File: src/rtl/muldiv_iter.sv
// Iterative RV32M multiply/divide unit: radix-2 shift-add multiply and
// restoring divide. Optional macro MULDIV_FAST_MUL_EN: one-cycle multiply.
module muldiv_iter #(
    parameter int XLEN  = 32,
    parameter int TAG_W = 5
) (
    input  logic             clk,
    input  logic             rst,
    input  logic             in_valid,
    output logic             in_ready,
    input  logic [2:0]       in_op,
    input  logic [XLEN-1:0]  in_a,
    input  logic [XLEN-1:0]  in_b,
    input  logic [TAG_W-1:0] in_tag,
    output logic             out_valid,
    input  logic             out_ready,
    output logic [XLEN-1:0]  out_result,
    output logic [TAG_W-1:0] out_tag,
    input  logic             flush,
    output logic             busy
);

    localparam int CW = $clog2(XLEN);
    localparam logic [XLEN-1:0]   ONE   = XLEN'(1);
    localparam logic [2*XLEN-1:0] PONE  = (2*XLEN)'(1);
    localparam logic [XLEN-1:0]   ONES  = '1;
    localparam logic [XLEN-1:0]   MINV  = {1'b1, {(XLEN-1){1'b0}}};
    localparam logic [CW-1:0]     LAST  = CW'(XLEN - 1);

    typedef enum logic [1:0] {
        ST_IDLE,
        ST_CALC,
        ST_FIX,
        ST_DONE
    } state_t;

    state_t            r_state;
    logic              r_in_ready;
    logic              r_out_valid;
    logic [XLEN-1:0]   r_out_result;
    logic [TAG_W-1:0]  r_out_tag;
    logic [CW-1:0]     r_cnt;
    logic [2:0]        r_op;
    logic              r_neg;
    logic              r_sa;
    logic [XLEN:0]     r_hi;
    logic [XLEN-1:0]   r_lo;
    logic [XLEN-1:0]   r_opb;

    logic              w_accept;
    logic              w_a_signed;
    logic              w_b_signed;
    logic              w_sa;
    logic              w_sb;
    logic [XLEN-1:0]   w_mag_a;
    logic [XLEN-1:0]   w_mag_b;
    logic              w_div_zero;
    logic              w_ovf;
    logic [XLEN-1:0]   w_special_res;
    logic [XLEN:0]     w_mul_sum;
    logic [XLEN:0]     w_shift;
    logic [XLEN:0]     w_diff;
    logic [XLEN:0]     w_hi_n;
    logic [XLEN-1:0]   w_lo_n;
    logic [2*XLEN-1:0] w_prod;
    logic [2*XLEN-1:0] w_prod_s;
    logic [XLEN-1:0]   w_quo_s;
    logic [XLEN-1:0]   w_rem_s;
    logic [XLEN-1:0]   w_fix_res;

    assign w_accept = (r_state == ST_IDLE) && in_valid && !flush;

    // Operand signedness and magnitudes for the op being offered
    always_comb begin
        w_a_signed = (in_op == 3'd1) || (in_op == 3'd2) ||
                     (in_op == 3'd4) || (in_op == 3'd6);
        w_b_signed = (in_op == 3'd1) || (in_op == 3'd4) ||
                     (in_op == 3'd6);
        w_sa    = w_a_signed && in_a[XLEN-1];
        w_sb    = w_b_signed && in_b[XLEN-1];
        w_mag_a = w_sa ? (~in_a + ONE) : in_a;
        w_mag_b = w_sb ? (~in_b + ONE) : in_b;
    end

    // Divide special cases resolved at accept without iterating
    always_comb begin
        w_div_zero    = in_op[2] && (in_b == '0);
        w_ovf         = (in_op == 3'd4 || in_op == 3'd6) &&
                        (in_a == MINV) && (in_b == ONES);
        w_special_res = '0;
        if (w_div_zero) begin
            w_special_res = in_op[1] ? in_a : ONES;
        end else if (w_ovf) begin
            w_special_res = in_op[1] ? '0 : in_a;
        end
    end

`ifdef MULDIV_FAST_MUL_EN
    logic [2*XLEN-1:0] w_fast_prod;
    logic [2*XLEN-1:0] w_fast_sgn;
    logic [XLEN-1:0]   w_fast_res;

    // Single-cycle product of magnitudes with sign restored
    always_comb begin
        w_fast_prod = {{XLEN{1'b0}}, w_mag_a} * {{XLEN{1'b0}}, w_mag_b};
        w_fast_sgn  = (w_sa ^ w_sb) ? (~w_fast_prod + PONE) : w_fast_prod;
        w_fast_res  = (in_op == 3'd0) ? w_fast_sgn[XLEN-1:0]
                                      : w_fast_sgn[2*XLEN-1:XLEN];
    end
`endif

    // One radix-2 step: shift-add for multiply, restoring step for divide
    always_comb begin
        w_mul_sum = r_lo[0] ? (r_hi + {1'b0, r_opb}) : r_hi;
        w_shift   = {r_hi[XLEN-1:0], r_lo[XLEN-1]};
        w_diff    = w_shift - {1'b0, r_opb};
        if (!r_op[2]) begin
            w_hi_n = {1'b0, w_mul_sum[XLEN:1]};
            w_lo_n = {w_mul_sum[0], r_lo[XLEN-1:1]};
        end else if (!w_diff[XLEN]) begin
            w_hi_n = w_diff;
            w_lo_n = {r_lo[XLEN-2:0], 1'b1};
        end else begin
            w_hi_n = w_shift;
            w_lo_n = {r_lo[XLEN-2:0], 1'b0};
        end
    end

    // Sign correction and word selection after the last iteration
    always_comb begin
        w_prod   = {r_hi[XLEN-1:0], r_lo};
        w_prod_s = r_neg ? (~w_prod + PONE) : w_prod;
        w_quo_s  = r_neg ? (~r_lo + ONE) : r_lo;
        w_rem_s  = r_sa ? (~r_hi[XLEN-1:0] + ONE) : r_hi[XLEN-1:0];
        case (r_op)
            3'd0:          w_fix_res = w_prod_s[XLEN-1:0];
            3'd1, 3'd2,
            3'd3:          w_fix_res = w_prod_s[2*XLEN-1:XLEN];
            3'd4, 3'd5:    w_fix_res = w_quo_s;
            default:       w_fix_res = w_rem_s;
        endcase
    end

    // Control FSM with registered handshake outputs and datapath state
    always_ff @(posedge clk) begin
        if (rst) begin
            r_state      <= ST_IDLE;
            r_in_ready   <= 1'b1;
            r_out_valid  <= 1'b0;
            r_out_result <= '0;
            r_out_tag    <= '0;
            r_cnt        <= '0;
            r_op         <= '0;
            r_neg        <= 1'b0;
            r_sa         <= 1'b0;
            r_hi         <= '0;
            r_lo         <= '0;
            r_opb        <= '0;
        end else begin
            unique case (r_state)
                ST_IDLE: begin
                    if (w_accept) begin
                        r_op       <= in_op;
                        r_out_tag  <= in_tag;
                        r_neg      <= w_sa ^ w_sb;
                        r_sa       <= w_sa;
                        r_hi       <= '0;
                        r_lo       <= w_mag_a;
                        r_opb      <= w_mag_b;
                        r_cnt      <= '0;
                        r_in_ready <= 1'b0;
                        if (w_div_zero || w_ovf) begin
                            r_out_result <= w_special_res;
                            r_out_valid  <= 1'b1;
                            r_state      <= ST_DONE;
`ifdef MULDIV_FAST_MUL_EN
                        end else if (!in_op[2]) begin
                            r_out_result <= w_fast_res;
                            r_out_valid  <= 1'b1;
                            r_state      <= ST_DONE;
`endif
                        end else begin
                            r_state <= ST_CALC;
                        end
                    end
                end
                ST_CALC: begin
                    if (flush) begin
                        r_state    <= ST_IDLE;
                        r_in_ready <= 1'b1;
                        r_cnt      <= '0;
                    end else begin
                        r_hi <= w_hi_n;
                        r_lo <= w_lo_n;
                        if (r_cnt == LAST) begin
                            r_cnt   <= '0;
                            r_state <= ST_FIX;
                        end else begin
                            r_cnt <= r_cnt + CW'(1);
                        end
                    end
                end
                ST_FIX: begin
                    if (flush) begin
                        r_state    <= ST_IDLE;
                        r_in_ready <= 1'b1;
                    end else begin
                        r_out_result <= w_fix_res;
                        r_out_valid  <= 1'b1;
                        r_state      <= ST_DONE;
                    end
                end
                ST_DONE: begin
                    if (flush || out_ready) begin
                        r_out_valid <= 1'b0;
                        r_in_ready  <= 1'b1;
                        r_state     <= ST_IDLE;
                    end
                end
                default: begin
                    r_state    <= ST_IDLE;
                    r_in_ready <= 1'b1;
                end
            endcase
        end
    end

    assign in_ready   = r_in_ready;
    assign out_valid  = r_out_valid;
    assign out_result = r_out_result;
    assign out_tag    = r_out_tag;
    assign busy       = (r_state != ST_IDLE);

endmodule

File: config.mk
export PLATFORM = sky130hd
export DESIGN_NAME = muldiv_iter
export DESIGN_NICKNAME = d
export VERILOG_FILES = /design/src/rtl/muldiv_iter.sv
export SDC_FILE = /design/constraint.sdc
export NUM_CORES = 1
export LEC_CHECK = 0
export CAP_MARGIN = 20
export CORE_MARGIN = 2
export CORE_UTILIZATION = 53
export DETAILED_ROUTE_END_ITERATION = 8
export PLACE_DENSITY = 0.86
export RECOVER_POWER = 50
export REMOVE_ABC_BUFFERS = 1
export SYNTH_ARGS = -nofsm -noshare
export SYNTH_HDL_FRONTEND = slang
export SYNTH_SLANG_ARGS = --single-unit
File: constraint.sdc
create_clock -name clk -period 4.4 [get_ports clk]
set_input_delay 0.44 -clock clk [delete_from_list [all_inputs] [get_ports clk]]
set_output_delay 0.44 -clock clk [all_outputs]
set_load 0.03 [all_outputs]
==> flow_summary_export.csv, run 1 <==
group,metric,value,unit
global_route,gr-total-overflow,0,
placement,io_buffers,116,
synthesis,synth_area,0.0147,mm^2
flow_run,maxCapViolations,1,
power,p_sw,3.29,mW
floorplan,start_util,54.2,%
cells_and_area,antennaDiodeCount,0,
placement,placed_area,0.0163,mm^2
cells_and_area,finalNonFillerCells,2492,
synthesis,synth-edff-count,0,
detailed_routing,wl,50800,um
synthesis,syn-mean-instance-area,7.12,um^2
global_route,gr-usage-met2,55.4,%
global_route,grt.met3_usage,5.41,%
timing,max_freq,234,MHz
synthesis,netlist_instances,2064,
timing,min_period,4270,ps
floorplan,die_w,171,um
clocking,clockBufferDepth,2,
detailed_routing,vias,16291,
timing,worst_pin_slew,1650,ps
detailed_routing,dr.pass1.iters,6,
clocking,cts_buffers,17,
global_route,grt_pass1_vias,15124,
timing,slew_violations,30,
detailed_routing,vias_per_cell,6.54,
floorplan,die_area,0.0291,mm^2
global_route,antenna_found_initial,0,
detailed_routing,wl_per_cell,20.4,um
clocking,clock_latency,450,ps
power,p_seq_share,25.8,%
worst_setup_path,critPathCaptureType,"flop",
synthesis,synthArstFlopShare,0,%
worst_setup_path,cp.required,4730,ps
detailed_routing,antenna_left,0,
worst_setup_path,reg2reg_from,"r_lo[31]",
detailed_routing,drtIter0Drc,1585,
power,p_clk_share,22.2,%
floorplan,core,0.0271,mm^2
timing,hold_slack,422,ps
power,peakVddDrop,0.325,mV
placement,dp.cells,2460,
timing,hold_viol_final,0,
worst_setup_path,crit_type,"in2reg",
worst_setup_path,worstSetupStartpoint,"in_a[25]",
detailed_routing,drc_errors,0,
timing,finalSetupViolations,0,
placement,gp_congestion,1.01,
cells_and_area,final_area,0.0169,mm^2
global_route,grt_pass1_wl,79700,um
clocking,cts_tree,"yes",
cells_and_area,drive_gt1_share,6.93,%
cells_and_area,syn_to_final_growth,14.8,%
cells_and_area,fin_util,62.3,%
floorplan,num_rows,60,
floorplan,die_h,171,um
global_route,grt_max_degree,63,
synthesis,synth_top_flop_cell,"dfxtp_1",
worst_setup_path,cp-start-kind,"input port",
floorplan,pin_count,117,
run_status,violations,"capacitance limit, slew limit",
power,p_comb_share,52.0,%
clocking,cts_root_buffer,"clkbuf_16",
power,p_per_area,419,mW/mm^2
worst_setup_path,critPathMaxFanout,14,
placement,hpwl,37100,um
timing,fin_skew,19.2,ps
run_status,status,"finished with violations",
cells_and_area,fin_nets,2263,
power,internal_power,3.78,mW
clocking,cts.hold.buffers_added,0,
global_route,top_usage_layer,"met2",
global_route,grt_util_met1,44.7,%
clocking,path_clk_slew,70,ps
power,swShare,46.6,%
cells_and_area,fillerInstances,2416,
worst_hold_path,hold_start,"rst",
worst_setup_path,crit_arrival,4600,ps
synthesis,ys_warn_count,0,
clocking,cts.htree.levels,4,
power,total_leakage_power,6.34,nW
timing,relSlewSlack,-9.79,%
synthesis,ys_ff_latch,148,
worst_hold_path,hp-class,"in2reg",
synthesis,ys_seq_area_share,20.2,%
clocking,clkSinkCount,148,
timing,fin_crit_sh,97.1,%
global_route,grt_usage,34.5,%
timing,rsz0062_at_grt,"no",
synthesis,synthDistinctLibCells,87,
## synthesized netlist by cell type (24+ instances only)
master,count,area [um^2]
ha_1,77,963
clkbuf_1,134,503
nor3_1,47,235
nor2_1,169,634
a21oi_1,196,981
mux2i_1,46,460
dfxtp_1,148,2960
xnor2_1,95,832
nand2_1,225,845
a21o_1,28,210
a211oi_1,54,405
o211ai_1,36,270
a31oi_1,26,163
inv_1,71,267
nor2b_1,24,150
xor2_1,85,744
nand3_1,33,165
o31ai_1,38,285
o21ai_0,172,861
## layout make-up
type                    instances  area [um^2]  share of cell area, %
clock inverters                12          154                  0.912
multi-input cells            1676        10800                   64.2
well taps                     372          465                   2.76
inverters                      73          278                   1.65
clock buffers                  20          447                   2.65
repair buffers                191         1740                   10.3
flip-flops and latches        148         2970                   17.6
## cell families after synthesis
| kind of cell | synth area share [%] |
|---|---|
| xor gates and xnor gates | 10.7 |
| buffers and inverters | 6.38 |
| AOI/OAI and AO/OA | 30.9 |
| DFF | 20.2 |
| adders and majority gates | 6.83 |
| and+or+nand+nor | 21.5 |
| muxes | 3.52 |
## placed cells by master, fill, tap and decap left out, types with 6 or more instances in the layout
cell             instances
a21o_1                  28
o21a_1                   9
buf_4                   71
o21bai_1                 6
or2_2                    8
nand2b_1                17
o2111ai_1                7
mux2i_1                 46
o21ai_0                172
dfxtp_1                146
or4_1                   17
a21boi_0                 9
a22oi_1                 11
o211ai_1                36
o41ai_1                 22
o31ai_1                 38
nor3_1                  47
dlygate4sd3_1           42
nor2_1                 168
and3_1                   8
inv_1                   71
a21oi_1                195
a31oi_1                 26
ha_1                    75
a211oi_1                54
o22ai_1                 19
xor2_1                  85
nand4_1                 23
xnor2_1                 95
and2_1                   7
clkdlybuf4s50_1         73
nand2_1                225
o221ai_1                11
or3_1                   23
nand3_1                 33
nor2b_1                 24
nor4_1                  19
a311oi_1                 8
clkbuf_16               17
## worst paths after layout
path	slack (ps)	cells after the start	endpoint
max reg2reg	270	18	r_hi[21]
max	130	10	out_result[14]
min	420	2	r_opb[4]
min reg2reg	450	2	out_tag[3]
## power by group through the flow
stage	sequential, mW	combinational [mW]	clock (mW)
2_1_floorplan	1.88	2.35	0
3_3_place_gp	1.84	3.51	0
3_5_place_dp	1.85	3.56	0
4_1_cts	1.82	3.60	1.57
5_1_grt	1.85	3.98	1.62
6_report	1.83	3.68	1.57
## stage by stage
stage	setup WS [ps]	setup TNS [ps]	power, mW
floorplan	-965	-32870	4.23
global placement	-15.2	-42.6	5.35
detailed placement	-87.5	-663	5.41
CTS	76.2	0	6.98
global route	60.0	0	7.45
finish	129	0	7.08
## routing by layer
layer,vias up,share of wire [%]
li1,7628,-
met4,0,4.3
met1,7568,41
met3,160,10
met2,935,45
met5,-,0
## registers in the layout (all words and copies together), names as in the netlist
signal,cells
r_cnt,5
r_op,3
r_state,2
r_neg,1
out_tag,5
r_sa,1
r_lo,32
r_opb,32
out_valid,1
out_result,32
r_hi,33
in_ready,1
## worst max-delay path, stage by stage
cell and delay [ps]:
clkdlybuf4s50_1 530, or4_1 610, nor3_1 760, nand4_1 500, o41ai_2 560, nand3_1 240, a21o_1 450, buf_4 260
a21oi_1 120, a31oi_1 100
## timing repair
action	4_1_cts	5_1_grt
setup buffers	0	0
gates resized for setup	0	5
endpoints found under the setup margin	0	14
No activity file was read; power rests on OpenSTA's default activity.
==> inputs of run 2 (changes only) <==
--- a/config.mk
+++ b/config.mk
@@ -6,10 +6,12 @@
 export NUM_CORES = 1
 export LEC_CHECK = 0
 export CAP_MARGIN = 20
+export CELL_PAD_IN_SITES_DETAIL_PLACEMENT = 2
+export CELL_PAD_IN_SITES_GLOBAL_PLACEMENT = 2
 export CORE_MARGIN = 2
-export CORE_UTILIZATION = 53
+export CORE_UTILIZATION = 35
 export DETAILED_ROUTE_END_ITERATION = 8
-export PLACE_DENSITY = 0.86
+export PLACE_DENSITY = 0.95
 export RECOVER_POWER = 50
 export REMOVE_ABC_BUFFERS = 1
 export SYNTH_ARGS = -nofsm -noshare
==> flow_summary_export.csv, run 2 (synthesis results as in run 1) <==
group,metric,value,unit
timing,relSlewSlack,-22.8,%
run_status,status,"finished with violations",
timing,max_freq,235,MHz
clocking,path_clk_slew,70,ps
worst_setup_path,reg2reg_from,"r_lo[31]",
worst_hold_path,holdPathEnd,"out_tag[4]",
floorplan,num_rows,75,
timing,min_period,4250,ps
cells_and_area,largest_reg_flops,33,
floorplan,die_h,209,um
worst_setup_path,critPathCaptureType,"flop",
detailed_routing,wl,72800,um
cells_and_area,top_register,"r_hi",
power,peakVddDrop,0.293,mV
power,p_sw,3.76,mW
global_route,grt_usage,32.9,%
worst_hold_path,hold_depth,2,
worst_hold_path,hold_start,"out_tag[4]",
placement,io_buffers,116,
power,p_seq_share,24.7,%
flow_run,maxCapViolations,1,
cells_and_area,layout.cells.most_common,"nand2_1",
power,total_leakage_power,6.38,nW
timing,fin_crit_sh,96.6,%
timing,hold_viol_final,0,
power,internal_power,3.78,mW
floorplan,die_area,0.0436,mm^2
worst_setup_path,crit_type,"reg2reg",
worst_setup_path,cp.required,4740,ps
detailed_routing,vias_per_cell,6.47,
cells_and_area,fillerInstances,4848,
timing,finalSetupViolations,0,
worst_setup_path,cp-start-kind,"flop",
worst_setup_path,r2r_cells,18,
power,swShare,49.8,%
power,total_power,7.54,mW
detailed_routing,vias,17220,
power,p_per_area,441,mW/mm^2
global_route,antenna_found_initial,0,
clocking,cts.htree.levels,4,
cells_and_area,fin_nets,2268,
global_route,grt_pass1_wl,113000,um
detailed_routing,dr.pass1.iters,5,
placement,hpwl,53300,um
detailed_routing,antenna_left,0,
worst_setup_path,critPathMaxFanout,5,
worst_setup_path,crit_arrival,4590,ps
power,p_comb_share,54.0,%
cells_and_area,syn_to_final_growth,16.5,%
clocking,cts_root_buffer,"clkbuf_16",
cells_and_area,antennaDiodeCount,0,
clocking,cts_tree,"yes",
cells_and_area,fin_util,41.1,%
power,p_clk_share,21.2,%
worst_setup_path,reg2reg_slack,150,ps
timing,fin_skew,17.2,ps
timing,fin_setup_tns,0,ps
global_route,grt_max_degree,71,
run_status,violations,"capacitance limit, slew limit",
placement,gp_congestion,0.963,
clocking,clock_latency,480,ps
timing,slew_violations,36,
cells_and_area,most-common-layout-cells,"224 x nand2_1, 195 x a21oi_1, 171 x o21ai_0, 168 x nor2_1, 145 x dfxtp_1",
floorplan,die_w,209,um
floorplan,pin_count,117,
timing,worst_pin_slew,1840,ps
global_route,grt_pass1_vias,18807,
detailed_routing,drc_errors,0,
floorplan,core,0.0417,mm^2
floorplan,start_util,35.3,%
worst_hold_path,hp-class,"reg2reg",
clocking,clkSinkCount,148,
cells_and_area,drive_gt1_share,7.35,%
detailed_routing,drtIter0Drc,1270,
worst_setup_path,r2r_end,"r_hi[25]",
global_route,gr-total-overflow,0,
detailed_routing,wl_per_cell,27.4,um
clocking,clockBufferDepth,2,
clocking,cts_buffers,17,
[run 2: cell count changes in the layout (fill, tap and decap cells not counted), sizes merged]
cell           delta
clkbuf            -2
inv               -1
clkinv            -1
clkdlybuf4s50     +2
dlygate4sd3       -2
buf               +6
[run 2: per-layer routing]
layer | track usage (%) | vias to the layer above | part of all wire (%)
li1 | - | 7610 | -
met1 | 38.4 | 8667 | 41
met2 | 56.5 | 693 | 48
met3 | 5.95 | 250 | 5.6
met4 | 19.6 | 0 | 5.9
met5 | 0 | - | 0
[run 2: per-stage QoR]
stage,cells,worst slack [ps],hold WS [ps],instance area (um^2)
after floorplan,1897,-965,430,14000
after global placement,2630,198,444,16500
after detailed placement,2630,-18.5,455,16500
after CTS,2659,78.6,459,17100
after global routing,2661,-17.2,495,17100
final,2661,151,460,17100
[run 2: layout make-up]
type | count | area, um^2 | area share [%]
Multi-Input combinational cell | 1676 | 10800 | 63.3
Sequential cell | 148 | 2970 | 17.3
Timing Repair Buffer | 196 | 1790 | 10.4
Tap cell | 539 | 674 | 3.94
Clock buffer | 19 | 443 | 2.59
Inverter | 73 | 274 | 1.60
Clock inverter | 10 | 135 | 0.789
[run 2: timing repair]
item | CTS | global route
gates resized for setup | 1 | 11
hold endpoints to repair | 0 | 0
endpoints found under the setup margin | 1 | 23
pin swaps | 0 | 3
hold buffers | 0 | 0
buffers inserted | 0 | 2
[run 2: critical path: stages, from the launching register on]
cell,delay (ps)
dfxtp_1,350
inv_1,90
ha_1,260
fa_2,400
nor2b_4,150
o31ai_2,80
a31oi_1,200
a311o_1,310
nand4_1,160
a311oi_2,370
o21a_1,150
o21ai_0,60
a21oi_1,170
ha_1,260
nand2_2,130
or3_1,430
o221a_2,310
o31ai_1,70
o21ai_0,140
[run 2: worst max path at each step]
stage | cells past startpoint | slack, ps | startpoint | endpoint
floorplan | 7 | -960 | r_state[0] | r_cnt[0]
global placement | 10 | 200 | in_a[2] | out_result[2]
detailed placement | 10 | -20 | in_a[2] | out_result[16]
CTS | 18 | 80 | r_lo[31] | r_hi[25]
global route | 18 | -20 | r_lo[31] | r_hi[25]
finish | 18 | 150 | r_lo[31] | r_hi[25]
[run 2: power by group through the flow]
| stage | combinational [mW] | sequential (mW) | clock, mW |
|---|---|---|---|
| finish | 4.08 | 1.86 | 1.60 |
| global route | 4.35 | 1.88 | 1.65 |
| CTS | 4.00 | 1.85 | 1.61 |
| detailed placement | 3.89 | 1.87 | 0 |
| global placement | 3.62 | 1.84 | 0 |
| floorplan | 2.35 | 1.88 | 0 |
==> inputs of run 3 (changes only) <==
--- a/config.mk
+++ b/config.mk
@@ -11,9 +11,10 @@
 export CORE_MARGIN = 2
 export CORE_UTILIZATION = 35
 export DETAILED_ROUTE_END_ITERATION = 8
-export PLACE_DENSITY = 0.95
+export PLACE_DENSITY = 0.8
 export RECOVER_POWER = 50
 export REMOVE_ABC_BUFFERS = 1
 export SYNTH_ARGS = -nofsm -noshare
 export SYNTH_HDL_FRONTEND = slang
 export SYNTH_SLANG_ARGS = --single-unit
+export TNS_END_PERCENT = 50
==> flow_summary_export.csv, run 3 (synthesis results as in run 1) <==
group,metric,value,unit
timing,fin_setup_tns,0,ps
detailed_routing,vias_per_cell,6.19,
clocking,cts.htree.levels,4,
clocking,clockBufferDepth,2,
worst_setup_path,critPathCaptureType,"flop",
timing,hold_viol_final,0,
clocking,cts_tree,"yes",
placement,hpwl,50800,um
worst_setup_path,r2r_cells,20,
detailed_routing,wl,67200,um
cells_and_area,layout.cells.most_common,"nand2_1",
worst_setup_path,reg2reg_slack,170,ps
cells_and_area,syn_to_final_growth,16.9,%
worst_setup_path,cp_cell_sequence,"inv_1 > ha_1 > fa_1 > nor2b_2 > o31ai_1 > a31oi_1 > a311o_1 > nand4_1 > a311oi_2 > o21a_1 > o21ai_0 > a21oi_2 > ha_4 > inv_6 > buf_6 > nor2_1 > a21oi_1 > a21oi_1 > a22oi_1 > nor2_1",
placement,io_buffers,116,
power,peakVddDrop,0.250,mV
detailed_routing,vias,16554,
global_route,gr-total-overflow,0,
worst_setup_path,reg2reg_from,"r_lo[31]",
placement,gp_congestion,0.948,
power,p_per_area,426,mW/mm^2
floorplan,pin_count,117,
run_status,status,"finished with violations",
worst_setup_path,crit_arrival,4560,ps
detailed_routing,drc_errors,0,
floorplan,die_w,209,um
power,total_power,7.32,mW
clocking,cts_root_buffer,"clkbuf_16",
power,total_leakage_power,6.41,nW
clocking,cts_buffers,17,
worst_hold_path,hp-class,"reg2reg",
cells_and_area,finalNonFillerCells,2675,
worst_setup_path,r2r_end,"r_hi[6]",
cells_and_area,most-common-layout-cells,"224 x nand2_1, 194 x a21oi_1, 171 x o21ai_0, 168 x nor2_1, 145 x dfxtp_1",
worst_hold_path,hold_depth,2,
timing,worst_pin_slew,1660,ps
floorplan,core,0.0417,mm^2
cells_and_area,fin_nets,2280,
floorplan,die_h,209,um
worst_hold_path,hold_start,"out_tag[3]",
timing,min_period,4230,ps
worst_setup_path,crit_type,"reg2reg",
timing,relSlewSlack,-10.7,%
worst_setup_path,cp-start-kind,"flop",
global_route,antenna_found_initial,0,
timing,fin_crit_sh,96.1,%
detailed_routing,drtIter0Drc,883,
global_route,grt_pass1_vias,17655,
clocking,clock_latency,470,ps
global_route,grt_pass1_wl,104000,um
worst_setup_path,cpPeakStageDelay,410,ps
cells_and_area,drive_gt1_share,7.87,%
run_status,violations,"capacitance limit, slew limit",
worst_setup_path,cp_top_family,"compound AO/OA/AOI/OAI gates",
floorplan,num_rows,75,
worst_setup_path,cp.required,4730,ps
global_route,grt_usage,30.5,%
timing,finalSetupViolations,0,
global_route,grt_max_degree,65,
detailed_routing,dr.pass1.iters,5,
cells_and_area,fin_util,41.2,%
clocking,clkSinkCount,148,
flow_run,maxCapViolations,1,
timing,slew_violations,31,
timing,fin_skew,10.3,ps
timing,hold_slack,463,ps
worst_hold_path,holdPathEnd,"out_tag[3]",
cells_and_area,top_register,"r_hi",
detailed_routing,wl_per_cell,25.1,um
clocking,path_clk_slew,70,ps
worst_setup_path,critPathMaxFanout,11,
worst_setup_path,worst_path_max_delay_cell,"fa_1",
placement,dp.cells,2641,
detailed_routing,antenna_left,0,
cells_and_area,antennaDiodeCount,0,
cells_and_area,largest_reg_flops,33,
clocking,cts.hold.buffers_added,0,
timing,max_freq,236,MHz
floorplan,die_area,0.0436,mm^2
floorplan,start_util,35.3,%
worst_setup_path,path_buf_inv,3,
-- run 3: through the flow --
stage | setup WS, ps | area [um^2]
3_3_place_gp | 79.1 | 16600
6_report | 172 | 17200
4_1_cts | 58.9 | 17100
2_1_floorplan | -965 | 14000
5_1_grt | -68.2 | 17200
3_5_place_dp | -34.9 | 16600
-- run 3: layout make-up --
type,instances,area (um^2)
clock buffer,22,474
clock inverter,9,80.1
fill,4935,24500
inverter,73,279
multi-input combinational,1676,10800
sequential,148,2970
tap,539,674
timing repair buffer,208,1860
-- run 3: worst min-delay path, stage by stage, from the launching register on --
cell and delay (ps):
dfxtp_1 310, nand2_1 50, a21oi_1 60
-- run 3: worst max-delay path by stage --
stage	start	end	depth (start not counted)
final	r_lo[31]	r_hi[6]	20
after CTS	r_lo[31]	r_hi[6]	20
after floorplan	r_state[0]	r_cnt[0]	7
after detailed placement	in_a[3]	out_result[16]	10
after global placement	in_a[3]	out_result[2]	10
after global routing	r_lo[31]	r_hi[25]	18
-- run 3: report_power, final --
part           switching (mW)  internal [mW]  total (mW)
sequential              0.309           1.53        1.84
combinational            2.60           1.39        3.99
clock                   0.674          0.814        1.49
-- run 3: repair_timing --
action	4_1_cts	5_1_grt
endpoints found under the setup margin	3	29
resized for setup	1	13
pin swaps	0	5
buffers inserted	0	3
-- run 3: metal layers --
layer / part of all wire (%) / global-route usage (%) / vias to the layer above / wire length (um)
met4: 3.6 / 12.6 / 0 / 2400
met1: 45 / 39.0 / 8419 / 30200
met2: 48 / 52.7 / 363 / 32500
met3: 3.2 / 2.69 / 117 / 2120
met5: 0 / 0 / - / 0
li1: - / - / 7655 / -
